<file path="config.mk">
export PLATFORM = sky130hd
export DESIGN_NAME = spram_fifo_ctrl
export DESIGN_NICKNAME = d
export VERILOG_FILES = /design/src/rtl/spram_fifo_ctrl.sv
export SDC_FILE = /design/constraint.sdc
export NUM_CORES = 1
export LEC_CHECK = 0
export ABC_AREA = 1
export CAP_MARGIN = 20
export CORE_MARGIN = 2
export CORE_UTILIZATION = 38
export CTS_BUF_LIST = sky130_fd_sc_hd__clkbuf_8 sky130_fd_sc_hd__clkbuf_16
export DETAILED_ROUTE_END_ITERATION = 12
export PLACE_DENSITY = 0.87
export REMOVE_ABC_BUFFERS = 1
export SYNTH_ARGS = -nofsm -noshare
export SYNTH_HDL_FRONTEND = slang
export SYNTH_SLANG_ARGS = --single-unit
export TNS_END_PERCENT = 10
</file>
<file path="constraint.sdc">
create_clock -name clock -period 2.4 [get_ports clock]
set_clock_uncertainty 0.2 [all_clocks]
set_input_delay 0.24 -clock clock [delete_from_list [all_inputs] [get_ports clock]]
set_output_delay 0.24 -clock clock [all_outputs]
set_load 0.02 [all_outputs]
</file>
<file path="src/rtl/spram_fifo_ctrl.sv">
// FIFO controller in front of a single-port RAM with a registered output stage; push-to-out_valid is 3 cycles when empty.
// Backpressure: in_ready drops when the RAM is full or in the cycle a prefetch read claims the port.
module spram_fifo_ctrl #(
    parameter int DATA_W = 8,
    parameter int ADDR_W = 3,
    parameter int DEPTH  = 8
) (
    input  logic              clock,
    input  logic              rst,
    input  logic [DATA_W-1:0] in_data,
    input  logic              in_valid,
    output logic              in_ready,
    output logic [DATA_W-1:0] out_data,
    output logic              out_valid,
    input  logic              out_ready,
    output logic [DATA_W-1:0] ram_din,
    output logic [ADDR_W-1:0] ram_addr,
    output logic              ram_mode,
    input  logic [DATA_W-1:0] ram_dout,
    output logic [ADDR_W:0]   level,
    output logic              full,
    output logic              empty
);

    typedef enum logic {IDLE, RD_WAIT} state_t;

    localparam logic [ADDR_W:0] CNT_MAX = (ADDR_W+1)'(DEPTH);

    state_t            state;
    state_t            state_next;
    logic [ADDR_W-1:0] wr_ptr;
    logic [ADDR_W-1:0] rd_ptr;
    logic [ADDR_W:0]   cnt;
    logic              rd_go;
    logic              wr_go;

    // Prefetch ignores out_ready so in_ready never depends combinationally on it.
    assign rd_go    = (state == IDLE) && (cnt != '0) && !out_valid && !rst;
    assign in_ready = !rst && (cnt < CNT_MAX) && !rd_go;
    assign wr_go    = in_valid && in_ready;

    assign ram_mode = !wr_go;
    assign ram_addr = wr_go ? wr_ptr : rd_ptr;
    assign ram_din  = in_data;

    always_ff @(posedge clock) begin
        if (rst) begin
            state <= IDLE;
        end else begin
            state <= state_next;
        end
    end

    always_comb begin
        state_next = state;
        case (state)
            IDLE:    if (rd_go) state_next = RD_WAIT;
            RD_WAIT: state_next = IDLE;
            default: state_next = IDLE;
        endcase
    end

    always_ff @(posedge clock) begin
        if (rst) begin
            wr_ptr <= '0;
            rd_ptr <= '0;
            cnt    <= '0;
        end else begin
            if (wr_go) wr_ptr <= wr_ptr + 1'b1;
            if (rd_go) rd_ptr <= rd_ptr + 1'b1;
            // rd_go and wr_go are mutually exclusive through in_ready.
            case ({wr_go, rd_go})
                2'b10:   cnt <= cnt + 1'b1;
                2'b01:   cnt <= cnt - 1'b1;
                default: cnt <= cnt;
            endcase
        end
    end

    always_ff @(posedge clock) begin
        if (rst) begin
            out_valid <= 1'b0;
            out_data  <= '0;
        end else if (state == RD_WAIT) begin
            out_valid <= 1'b1;
            out_data  <= ram_dout;
        end else if (out_valid && out_ready) begin
            out_valid <= 1'b0;
        end
    end

    assign level = cnt + (ADDR_W+1)'(state == RD_WAIT) + (ADDR_W+1)'(out_valid);
    assign full  = (cnt == CNT_MAX);
    assign empty = (level == '0);

endmodule

</file>
* After elaboration in Yosys (flattened, before gate mapping)
Cells that the tools add are included.
** Storage, ports and cells
- Input bits :: 20
- Bits in registers :: 20
- Word-level logic and storage cells :: 38
** Cells by class
- Reductions and logical operators :: 15
- $lt $le $gt $ge :: 1
- Add/subtract/negate cells :: 6
- Bitwise gates (word level) :: 1
- Eq/ne operators :: 3
- Muxes and demuxes :: 6
** Operators with widths (number)
- 4-bit by 1-bit adder with 4-bit output :: 2
- 4-bit one-hot mux with 2 select lines :: 1
- 1-bit logical AND :: 7
- 3-bit by 1-bit adder with 3-bit output, second input constant :: 2
- 4-bit by 1-bit adder with 4-bit output, second input constant :: 1
- 4-bit == test, second input constant :: 1
- 1-bit zero test :: 4
- 4-bit zero test :: 1
- 4-bit < comparator, second input constant :: 1
- 2-bit nonzero test :: 2
- 4-bit nonzero test :: 1
- 4-bit by 1-bit subtractor with 4-bit output, second input constant :: 1
- 1-bit two-way mux :: 3
- 3-bit two-way mux :: 1
- 2-bit by 1-bit == test with 1-bit output, second input constant :: 1
- 2-bit == test, second input constant :: 1
- 1-bit one-hot mux with 2 select lines :: 1
- 1-bit NOT :: 1

* Logic depth before layout (Yosys ltp)
Gate-level depths: netlist of run 1.
- Depth in word-level cells :: 9
- Gate-level depth with buffers :: 16
- Depth with buffers taken out :: 14

* Least setup slack after synthesis of run 1
Ideal clock, no wire load.
- Kind :: register to output
- From :: register out_valid
- To :: output empty
- Setup slack :: -0.007 ns
- Data required time :: 1.960 ns
- Data arrival time :: 1.967 ns
- Cell stages (with the launch flop) :: 5
- Cell sequence :: dfxtp_1 > fa_1 > ha_1 > xor2_1 > nor4_1
** Between the ends
- Cells in the longest elaborated chain, start to end :: 2
** Ends and longest elaborated chain
- from (decl) :: RTL line 14 : output logic out_valid,
- from (signal assigned) :: RTL line 82 : out_valid <= 1'b0;
- from (signal assigned) :: RTL line 85 : out_valid <= 1'b1;
- from (signal assigned) :: RTL line 88 : out_valid <= 1'b0;
- 4-bit by 1-bit adder with 4-bit output :: RTL line 92 : assign level = cnt + (ADDR_W+1)'(state == RD_WAIT) + (ADDR_W+1)'(out_valid);
- via level[2] :: RTL line 20 : output logic [ADDR_W:0] level,
- 4-bit zero test :: RTL line 94 : assign empty = (level == '0);
- to (decl) :: RTL line 22 : output logic empty
The timed path passes the listed nets, and every way through them passes these cells.

* Worst setup path in the final report of run 1
- From :: register out_valid
- To :: output ram_mode
** Between the ends
- Cells in the longest elaborated chain, start to end :: 7
** Ends and longest elaborated chain
- 1-bit zero test :: RTL line 38 : assign rd_go = (state == IDLE) && (cnt != '0) && !out_valid && !rst;
- 1-bit logical AND (2 in a row) :: RTL line 38
- 1-bit zero test :: RTL line 39 : assign in_ready = !rst && (cnt < CNT_MAX) && !rd_go;
- 1-bit logical AND :: RTL line 39
- 1-bit logical AND :: RTL line 40 : assign wr_go = in_valid && in_ready;
- 1-bit zero test :: RTL line 42 : assign ram_mode = !wr_go;
- to (decl) :: RTL line 18 : output logic ram_mode,
No other way between the ends.

==> flow_metrics.env, run 1 <==
export IMPL_run_status="finished, final reports clean"
export IMPL_ys_seq_area_share_pct=35.3
export IMPL_antenna_left=0
export IMPL_required_ns=1.96
export IMPL_cts_buffers_inserted=3
export IMPL_clkPwrFrac_pct=12.1
export IMPL_power_density_nw_per_um2=1140
export IMPL_pwr_share_comb_pct=58.6
export IMPL_fin_ws_ns=0.120
export IMPL_die_w_um=58.6
export IMPL_nFillCells=269
export IMPL_start_util_pct=40.4
export IMPL_hold_end="ram_din[0]"
export IMPL_r2r_start="out_valid$_SDFFE_PP0P_"
export IMPL_grt_ovfl_total=0
export IMPL_maxCapViolations=0
export IMPL_grt_max_degree=15
export IMPL_r2r_end="cnt[2]$_SDFFE_PP0P_"
export IMPL_r2r_slack_ns=0.14
export IMPL_p_leak_uw=0.000723
export IMPL_worst_slew_pin_slew_ns=0.320
export IMPL_die_y_um=58.6
export IMPL_dp_hpwl_mm=1.86
export IMPL_antenna_cells=0
export IMPL_internal_power_uw=1000
export IMPL_vias_per_cell=4.66
export IMPL_drt_total_wl_mm=2.35
export IMPL_final_setup_viol_count=0
export IMPL_dp_slack_ns=-0.0279
export IMPL_fin_crit_sh_pct=95.0
export IMPL_drc=0
export IMPL_cts_hold_buf=0
export IMPL_setup_worst_path_class="register to output port"
export IMPL_ctsResizeCount=8
export IMPL_crit_fanout=8
export IMPL_critical_path_slowest_cell="clkdlybuf4s50_1"
export IMPL_cpMostUsedCell="nand2_4"
export IMPL_gp_congestion=0.813
export IMPL_fin_crit_ns=2.28
export IMPL_io_pins=48
export IMPL_max_freq_mhz=439
export IMPL_synth_cells=149
export IMPL_hold_path_depth=0
export IMPL_yosys_warnings=0
export IMPL_fp_coreArea_um2=2810
export IMPL_first_iter_violations=15
export IMPL_row_count=19
export IMPL_antenna_found_initial=0
export IMPL_nets=213
export IMPL_yosys_cell_types_count=25
export IMPL_cts_setup_buffers=0
export IMPL_hold_violations=0
export IMPL_grt_pass1_vias=914
export IMPL_clk_pin_slew_ns=0.07
export IMPL_routed_via_count=997
export IMPL_insertion_delay_ns=0.25
export IMPL_path_cells="buf_4 > inv_1 > nand2_4 > nor2_4 > nand2_4 > nand3_2 > buf_12 > clkdlybuf4s50_1"
export IMPL_synth_seq_cells=20
export IMPL_drtPass1Iterations=4
export IMPL_area_growth_pct=33.9
export IMPL_clock_path_buffers=2
export IMPL_numPortBuffers=31
export IMPL_grt_pass1_wl_mm=3.96
export IMPL_h_tree_depth=1
export IMPL_synth_area_um2=1130
export IMPL_slew_viol_final=0
export IMPL_power_net_switching_uw=732
export IMPL_sw_frac_of_total_pct=42.2
export IMPL_grt_setup_unrepaired="false"
export IMPL_layout_drive_gt1_share_pct=14.8
export IMPL_die_area_um2=3440
export IMPL_arrival_ns=1.84
export IMPL_cpPeakStageDelay_ns=0.59
export IMPL_ctsRootBufferMaster="clkbuf_8"
export IMPL_critPathLaunchType="register"
export IMPL_ir_drop_mv=0.556
export IMPL_wire_per_inst_um=11.0
export IMPL_slew_headroom_pct=78.6
export IMPL_cp_end_kind="output port"
export IMPL_syn_area_per_cell_um2=7.61
export IMPL_hold_path_class="input port to output port"
export IMPL_cts_sink_count=20
export IMPL_worstHoldStart="in_data[0]"
export IMPL_cts_tree="done"
export IMPL_pwr_share_seq_pct=29.3
export IMPL_fin_total_pwr_uw=1730
export IMPL_grt_use_total_pct=14.6
export IMPL_reg2reg_depth=13
[synthesized netlist by cell type, drive strengths merged]
cell type	number	area share (%)
buf	11	8.3
or2	1	0.55
nand4	2	1.1
dfxtp	20	35
nand2	24	9.7
inv	18	6.6
clkbuf	1	0.44
xor2	2	1.5
fa	2	3.5
xnor2	1	0.77
o21ai	17	7.5
nor2	31	11
ha	6	6.6
nor4	2	1.1
a21oi	6	3.3
nand3	3	1.8
nor3	2	0.88
[state kept, by name, indices dropped and copies added (netlist names)]
register	count
wr_ptr	3
cnt	4
out_valid	1
state	1
rd_ptr	3
out_data	8
[placed cells by master (no fill, tap or decap)]
cell type and instances:
a21oi_2 2, buf_12 1, buf_6 1, clkbuf_8 3, fa_1 2, nor3_1 2
nand3_1 2, clkbuf_2 1, or2_2 1, ha_1 6, inv_8 1, inv_1 16
a21oi_1 4, nand2_1 20, nand2_2 2, dlygate4sd2_1 7, buf_4 10, inv_2 1
nor2_4 1, xor2_1 2, clkdlybuf4s50_1 23, nor2_1 30, o21ai_0 17, dfxtp_1 20
nand2_4 2, nand4_1 2, xnor2_1 1, nand3_2 1, nor4_1 2
[stage by stage]
step	cell area (um^2)	setup TNS, ns	std cells	hold slack (ns)	utilization, %
5_1_grt	1520	0	214	0.280	54.1
2_1_floorplan	1030	-0.122	137	0.102	-
6_report	1520	0	214	0.280	54.1
3_5_place_dp	1490	-0.0581	211	0.271	53.0
4_1_cts	1520	0	214	0.280	54.1
3_3_place_gp	1490	0	211	0.270	53.0
[worst max-delay path, delay by kind of cell (launching register included)]
kind | cells | cell delay (ns)
buffers and inverters | 4 | 0.95
flip-flops | 1 | 0.33
AND/OR/NAND/NOR | 4 | 0.32
[power by group through the flow]
| stage | registers (uW) | logic (uW) | clock network (uW) |
|---|---|---|---|
| after global routing | 523 | 1110 | 228 |
| after detailed placement | 515 | 1070 | 0 |
| after floorplan | 586 | 527 | 0 |
| after CTS | 509 | 1030 | 214 |
| final | 509 | 1020 | 210 |
| after global placement | 514 | 1050 | 0 |
[how the worst max path moves through the flow]
stage	start	end	slack [ns]	cells past startpoint
detailed placement	rst	cnt[3]$_SDFFE_PP0P_	-0.03	11
CTS	out_valid$_SDFFE_PP0P_	empty	0.0009	5
global route	cnt[0]$_SDFFE_PP0P_	cnt[3]$_SDFFE_PP0P_	0.004	13
global placement	rst	cnt[2]$_SDFFE_PP0P_	0.01	11
floorplan	out_valid$_SDFFE_PP0P_	cnt[3]$_SDFFE_PP0P_	-0.09	13
finish	out_valid$_SDFFE_PP0P_	ram_mode	0.12	8
[cell type report]
type	instances	area, um^2	share of cell area, %
multi-input cells	99	559	36.9
clock buffers	3	41.3	2.72
repair buffers	43	403	26.5
well taps	31	38.8	2.56
inverters	18	75.1	4.95
flip-flops and latches	20	400	26.4
[layer usage]
| layer | track usage, % | part of all wire [%] | up-vias |
|---|---|---|---|
| li1 | - | - | 529 |
| met2 | 24.9 | 51 | 24 |
| met1 | 17.7 | 43 | 442 |
| met5 | 0 | 0 | - |
| met3 | 4.84 | 4.8 | 2 |
| met4 | 3.90 | 0.51 | 0 |
[kinds of logic (layout without fill, tap and decap cells)]
group / count (synthesis) / count (layout) / share of synthesized area [%]
AO/OA/AOI/OAI: 23 / 23 / 10.8
flip-flops: 20 / 20 / 35.3
buffers and inverters: 30 / 64 / 15.3
adder cells (fa/ha/maj): 8 / 8 / 10.2
XOR/XNOR: 3 / 3 / 2.32
AND/OR/NAND/NOR: 65 / 65 / 26.0
(Power assumes the default switching activity.)
==> run 2, diff against run 1 <==
--- a/config.mk
+++ b/config.mk
@@ -7,7 +7,6 @@
 export LEC_CHECK = 0
 export ABC_AREA = 1
 export CAP_MARGIN = 20
-export CORE_MARGIN = 2
 export CORE_UTILIZATION = 38
 export CTS_BUF_LIST = sky130_fd_sc_hd__clkbuf_8 sky130_fd_sc_hd__clkbuf_16
 export DETAILED_ROUTE_END_ITERATION = 12
==> constraint.sdc (replaced) <==
create_clock -name clock -period 1.83 [get_ports clock]
set_clock_uncertainty 0.2 [all_clocks]
set_input_delay 0.183 -clock clock [delete_from_list [all_inputs] [get_ports clock]]
set_output_delay 0.183 -clock clock [all_outputs]
set_load 0.02 [all_outputs]
==> run 2 against run 1 <==
  * The run now ends with negative setup slack left
  * First-iteration DRC count increased by 120%
  * Hold slack got worse by 0.11 ns
  * Count of clock-buffer cells in the layout unchanged
  * Worst setup slack got worse by 0.47 ns
==> flow_metrics.env, run 2 (synthesized netlist as in run 1, its figures left out) <==
export IMPL_worst_slew_pin_slew_ns=0.247
export IMPL_fin_crit_ns=2.18
export IMPL_grt_ovfl_total=0
export IMPL_wire_per_inst_um=12.9
export IMPL_path_depth=5
export IMPL_dp_hpwl_mm=1.94
export IMPL_nets=234
export IMPL_r2r_end="cnt[3]$_SDFFE_PP0P_"
export IMPL_clk_pin_slew_ns=0.08
export IMPL_top_register="out_data"
export IMPL_grt_max_degree=13
export IMPL_critical_path_slowest_cell="fa_2"
export IMPL_hold_path_class="input port to output port"
export IMPL_cts_hold_buf=0
export IMPL_grt_use_total_pct=18.6
export IMPL_row_count=19
export IMPL_numPortBuffers=31
export IMPL_drt_total_wl_mm=3.04
export IMPL_reg_top3="out_data: 8 flops, cnt: 4 flops"
export IMPL_fin_ws_ns=-0.353
export IMPL_seqCellArea_um2=407
export IMPL_slew_headroom_pct=83.4
export IMPL_r2r_start="cnt[0]$_SDFFE_PP0P_"
export IMPL_crit_fanout=3
export IMPL_reg2reg_depth=14
export IMPL_arrival_ns=1.80
export IMPL_die_y_um=56.6
export IMPL_critPathLaunchType="register"
export IMPL_start_util_pct=40.8
export IMPL_path_delay_family="adder cells"
export IMPL_hold_violations=0
export IMPL_grt_pass1_vias=1065
export IMPL_maxCapViolations=0
export IMPL_grt_pass1_wl_mm=4.61
export IMPL_drtPass1Iterations=4
export IMPL_cp_endpoint="empty"
export IMPL_crit_path_start="out_valid$_SDFFE_PP0P_"
export IMPL_clock_path_buffers=2
export IMPL_final_setup_viol_count=11
export IMPL_path_cells="fa_2 > ha_4 > xor2_2 > nor4_2 > buf_4"
export IMPL_whs_ns=0.166
export IMPL_slew_viol_final=0
export IMPL_crit_buf_inv=1
export IMPL_h_tree_depth=1
export IMPL_die_area_um2=3210
export IMPL_fp_coreArea_um2=2780
export IMPL_layout_drive_gt1_share_pct=42.0
export IMPL_setup_worst_path_class="register to output port"
export IMPL_antenna_left=0
export IMPL_ir_drop_mv=1.15
export IMPL_cts_tree="done"
export IMPL_antenna_found_initial=0
export IMPL_nFillCells=231
export IMPL_layout_common_cells="buf_4 (35), nor2_1 (28), clkdlybuf4s50_1 (20)"
export IMPL_die_w_um=56.6
export IMPL_power_density_nw_per_um2=1620
export IMPL_ctsRootBufferMaster="clkbuf_8"
export IMPL_required_ns=1.45
export IMPL_area_growth_pct=61.3
export IMPL_cts_buffers_inserted=3
export IMPL_first_iter_violations=33
export IMPL_gp_congestion=0.739
export IMPL_run_status="finished with violations"
export IMPL_multi_input_area_um2=697
export IMPL_vias_per_cell=4.82
export IMPL_antenna_cells=0
export IMPL_cpPeakStageDelay_ns=0.42
export IMPL_dp_slack_ns=-0.664
export IMPL_insertion_delay_ns=0.26
export IMPL_io_pins=48
export IMPL_drc=0
export IMPL_final_common_cell="buf_4"
export IMPL_p_leak_uw=0.000831
export IMPL_max_freq_mhz=458
export IMPL_fin_total_pwr_uw=2960
export IMPL_r2r_slack_ns=-0.34
export IMPL_post_route_util_pct=65.7
export IMPL_cts_sink_count=20
export IMPL_fin_crit_sh_pct=119
export IMPL_grt_setup_unrepaired="true"
export IMPL_routed_via_count=1137
export IMPL_cp_end_kind="output port"
export IMPL_largest_reg_flops=8
export IMPL_violations="negative setup slack"
run 2: changes by cell type in the layout (fill, tap and decap cells not counted), sizes merged:
| cell | change |
|---|---|
| clkdlybuf4s50 | -3 |
| clkbuf | -1 |
| dlygate4sd2 | -7 |
| buf | +32 |
| bufinv | +1 |
run 2: layout make-up:
| class | instances | share of cell area, % |
|---|---|---|
| Multi-Input combinational cell | 99 | 38.1 |
| Timing Repair Buffer | 64 | 29.5 |
| Sequential cell | 20 | 22.2 |
| Inverter | 18 | 4.11 |
| Clock buffer | 3 | 2.26 |
| Tap cell | 31 | 2.12 |
| Clock inverter | 1 | 1.64 |
run 2: per-layer routing:
layer  GRT usage (%)  share of wire, %  vias to the layer above
met1            20.4                38                      514
met2            34.8                56                       44
li1                -                 -                      575
met3            6.22               5.1                        4
met5               0                 0                        -
met4            3.14              0.79                        0
run 2: timing repair:
item	in CTS	in global routing
resized for setup	76	17
setup buffers	2	3
endpoints found under the hold margin	0	0
pin swaps	7	12
setup endpoints to repair	15	13
run 2: worst min-delay path by stage:
stage	end	cells past startpoint	startpoint
3_5_place_dp	ram_din[0]	0	in_data[0]
4_1_cts	ram_din[0]	0	in_data[0]
6_report	ram_din[0]	0	in_data[0]
2_1_floorplan	wr_ptr[0]$_SDFFE_PP0P_	1	rst
5_1_grt	ram_din[1]	0	in_data[1]
3_3_place_gp	ram_din[0]	0	in_data[0]
run 2: stage by stage:
| stage | cells | setup TNS [ns] | cell area [um^2] |
|---|---|---|---|
| 2_1_floorplan | 137 | -2.75 | 1030 |
| 3_3_place_gp | 227 | -5.18 | 1590 |
| 3_5_place_dp | 227 | -5.75 | 1590 |
| 4_1_cts | 233 | -1.84 | 1740 |
| 5_1_grt | 236 | -3.00 | 1830 |
| 6_report | 236 | -2.11 | 1830 |
run 2: worst register-to-register path, cell delays in order (launching register included):
cell	delay [ns]
dfxtp_4	0.35
buf_6	0.13
nor2_4	0.09
nand2_2	0.08
nand2_4	0.09
nand3_4	0.10
ha_4	0.20
buf_4	0.15
ha_4	0.26
nand2_2	0.04
nand2_2	0.08
nand3_2	0.09
nand2_2	0.08
nand2_2	0.05
a21oi_2	0.12
run 2: power breakdown:
| part | switching, uW | internal [uW] | leakage, uW |
|---|---|---|---|
| combinational | 958 | 888 | 0.000630 |
| sequential | 95.1 | 576 | 0.000165 |
| clock | 149 | 292 | 0.0000357 |
| total | 1200 | 1760 | 0.000831 |
==> run 3, diff against run 2 <==
--- a/config.mk
+++ b/config.mk
@@ -11,7 +11,7 @@
 export CTS_BUF_LIST = sky130_fd_sc_hd__clkbuf_8 sky130_fd_sc_hd__clkbuf_16
 export DETAILED_ROUTE_END_ITERATION = 12
 export PLACE_DENSITY = 0.87
-export REMOVE_ABC_BUFFERS = 1
+export SLEW_MARGIN = 20
 export SYNTH_ARGS = -nofsm -noshare
 export SYNTH_HDL_FRONTEND = slang
 export SYNTH_SLANG_ARGS = --single-unit
==> run 3 against run 2 <==
  * The flow still finishes with violations (negative setup slack)
  * Critical endpoint is now cnt[2]$_SDFFE_PP0P_
  * Wire length shrank 13%
  * Utilization shrank 3.1 points
  * Final area shrank 4.7%
  * Power shrank 9.1%
  * Count of clock-buffer cells in the layout grew 1
  * Combinational power shrank 9.7%
  * Critical path depth grew 7
  * Die area is the same
  * Hold slack is essentially flat
  * Sequential power grew 2%
  * Register-to-register slack gained 0.04 ns
==> flow_metrics.env, run 3 (synthesized netlist as in run 1, its figures left out) <==
export IMPL_cpPeakStageDelay_ns=0.35
export IMPL_ir_drop_mv=1.04
export IMPL_grt_setup_unrepaired="true"
export IMPL_drc=0
export IMPL_fin_ws_ns=-0.298
export IMPL_area_growth_pct=53.6
export IMPL_io_pins=48
export IMPL_cp_end_kind="register"
export IMPL_ctsRootBufferMaster="clkbuf_8"
export IMPL_largest_reg_flops=8
export IMPL_die_w_um=56.6
export IMPL_grt_max_degree=15
export IMPL_first_iter_violations=12
export IMPL_p_leak_uw=0.000802
export IMPL_slew_viol_final=0
export IMPL_numPortBuffers=31
export IMPL_run_status="finished with violations"
export IMPL_synth_nets=177
export IMPL_slew_headroom_pct=77.6
export IMPL_cts_buffers_inserted=3
export IMPL_grt_use_total_pct=17.0
export IMPL_sw_frac_of_total_pct=41.4
export IMPL_critical_path_slowest_cell="dfxtp_4"
export IMPL_antenna_left=0
export IMPL_setup_worst_path_class="register to register"
export IMPL_vias_per_cell=4.65
export IMPL_grt_pass1_wl_mm=4.32
export IMPL_start_util_pct=40.8
export IMPL_fin_crit_sh_pct=116
export IMPL_nFillCells=246
export IMPL_violations="negative setup slack"
export IMPL_max_freq_mhz=470
export IMPL_final_setup_viol_count=12
export IMPL_final_common_cell="buf_4"
export IMPL_fp_coreArea_um2=2780
export IMPL_cpMostUsedCell="nand2_4"
export IMPL_power_net_switching_uw=1110
export IMPL_wire_per_inst_um=11.3
export IMPL_clk_pin_slew_ns=0.07
export IMPL_critPathLaunchType="register"
export IMPL_dp_hpwl_mm=1.78
export IMPL_routed_via_count=1083
export IMPL_pwr_share_seq_pct=25.4
export IMPL_fin_crit_ns=2.13
export IMPL_gr_usage_met1_pct=21.3
export IMPL_fin_total_pwr_uw=2690
export IMPL_die_area_um2=3210
export IMPL_antenna_found_initial=0
export IMPL_arrival_ns=2.08
export IMPL_layout_drive_gt1_share_pct=36.6
export IMPL_cts_hold_buf=0
export IMPL_grt_ovfl_total=0
export IMPL_path_cells="buf_4 > inv_4 > nand2_4 > nor2_4 > nand2_4 > nand3_4 > ha_4 > inv_2 > fa_2 > xnor2_1 > o21ai_1 > inv_1"
export IMPL_grt_pass1_vias=1045
export IMPL_die_y_um=56.6
export IMPL_internal_power_uw=1580
export IMPL_post_route_util_pct=62.6
export IMPL_h_tree_depth=1
export IMPL_insertion_delay_ns=0.26
export IMPL_worst_slew_pin_slew_ns=0.336
export IMPL_hold_violations=0
export IMPL_gp_congestion=0.844
export IMPL_setup_tns_ns=-1.56
export IMPL_antenna_cells=0
export IMPL_power_density_nw_per_um2=1540
export IMPL_top_usage_layer="met2"
export IMPL_layout_common_cells="buf_4 (34), nor2_1 (28), clkdlybuf4s50_1 (20)"
export IMPL_row_count=19
export IMPL_clkPwrFrac_pct=12.5
export IMPL_reg_top3="out_data: 8 flops, cnt: 4 flops"
export IMPL_met3_usage_pct=3.69
export IMPL_cts_tree="done"
export IMPL_hold_path_class="input port to output port"
export IMPL_top_register="out_data"
export IMPL_drt_total_wl_mm=2.63
export IMPL_maxCapViolations=0
export IMPL_use_met2_pct=28.4
export IMPL_clock_path_buffers=2
export IMPL_drtPass1Iterations=4
export IMPL_nets=231
export IMPL_cts_sink_count=20
export IMPL_pwr_share_comb_pct=62.2
export IMPL_crit_fanout=5
export IMPL_required_ns=1.78
[run 3: critical path: cells and delay by family, from the launching register on]
family                     cells  cell delay, ns
AOI/OAI and AO/OA              1            0.16
adders and majority gates      2            0.51
buffers and inverters          4            0.31
and+or+nand+nor                4            0.36
DFF                            1            0.35
xor gates and xnor gates       1            0.14
[run 3: routing by layer]
| layer | share of wire (%) | wire length, um | vias to the layer above |
|---|---|---|---|
| li1 | - | - | 572 |
| met1 | 46 | 1210 | 475 |
| met2 | 48 | 1270 | 29 |
| met3 | 4.3 | 114 | 7 |
| met4 | 1.6 | 42 | 0 |
| met5 | 0 | 0 | - |
[run 3: stage by stage]
step,cells,hold slack (ns),cell area [um^2],setup slack (ns)
floorplan,149,0.118,1190,-0.270
global placement,219,0.166,1580,-0.499
detailed placement,219,0.166,1580,-0.558
global route,233,0.166,1740,-0.387
CTS,229,0.166,1690,-0.277
finish,233,0.166,1740,-0.298
[run 3: power groups by stage]
stage                     clock [uW]  sequential (uW)  combinational (uW)
after global placement             0              673                1520
after CTS                        341              674                1580
after detailed placement           0              672                1550
after global routing             369              702                1820
final                            335              682                1670
after floorplan                    0              761                 849
[run 3: what timing repair did]
action / in CTS / in global routing
setup buffers: 5 / 4
cloned: 1 / 0
setup endpoints to repair: 15 / 16
pin swaps: 7 / 4
resized for setup: 58 / 13
[run 3: final timing paths]
check	startpoint	end	slack, ns	cells after the start
setup / recovery	out_valid$_SDFFE_PP0P_	cnt[2]$_SDFFE_PP0P_	-0.30	12
hold / removal	in_data[5]	ram_din[5]	0.17	0
setup reg to reg	out_valid$_SDFFE_PP0P_	cnt[2]$_SDFFE_PP0P_	-0.30	12
hold reg to reg	wr_ptr[2]$_SDFFE_PP0P_	wr_ptr[2]$_SDFFE_PP0P_	0.28	2
[run 3: final cells by class]
class                           count  area, um^2  area share, %
Timing Repair Buffer               60         505           29.0
Tap cell                           31        38.8           2.23
Inverter                           18        77.6           4.45
Clock buffer                        4        55.1           3.16
Multi-Input combinational cell    100         658           37.8
Sequential cell                    20         407           23.3
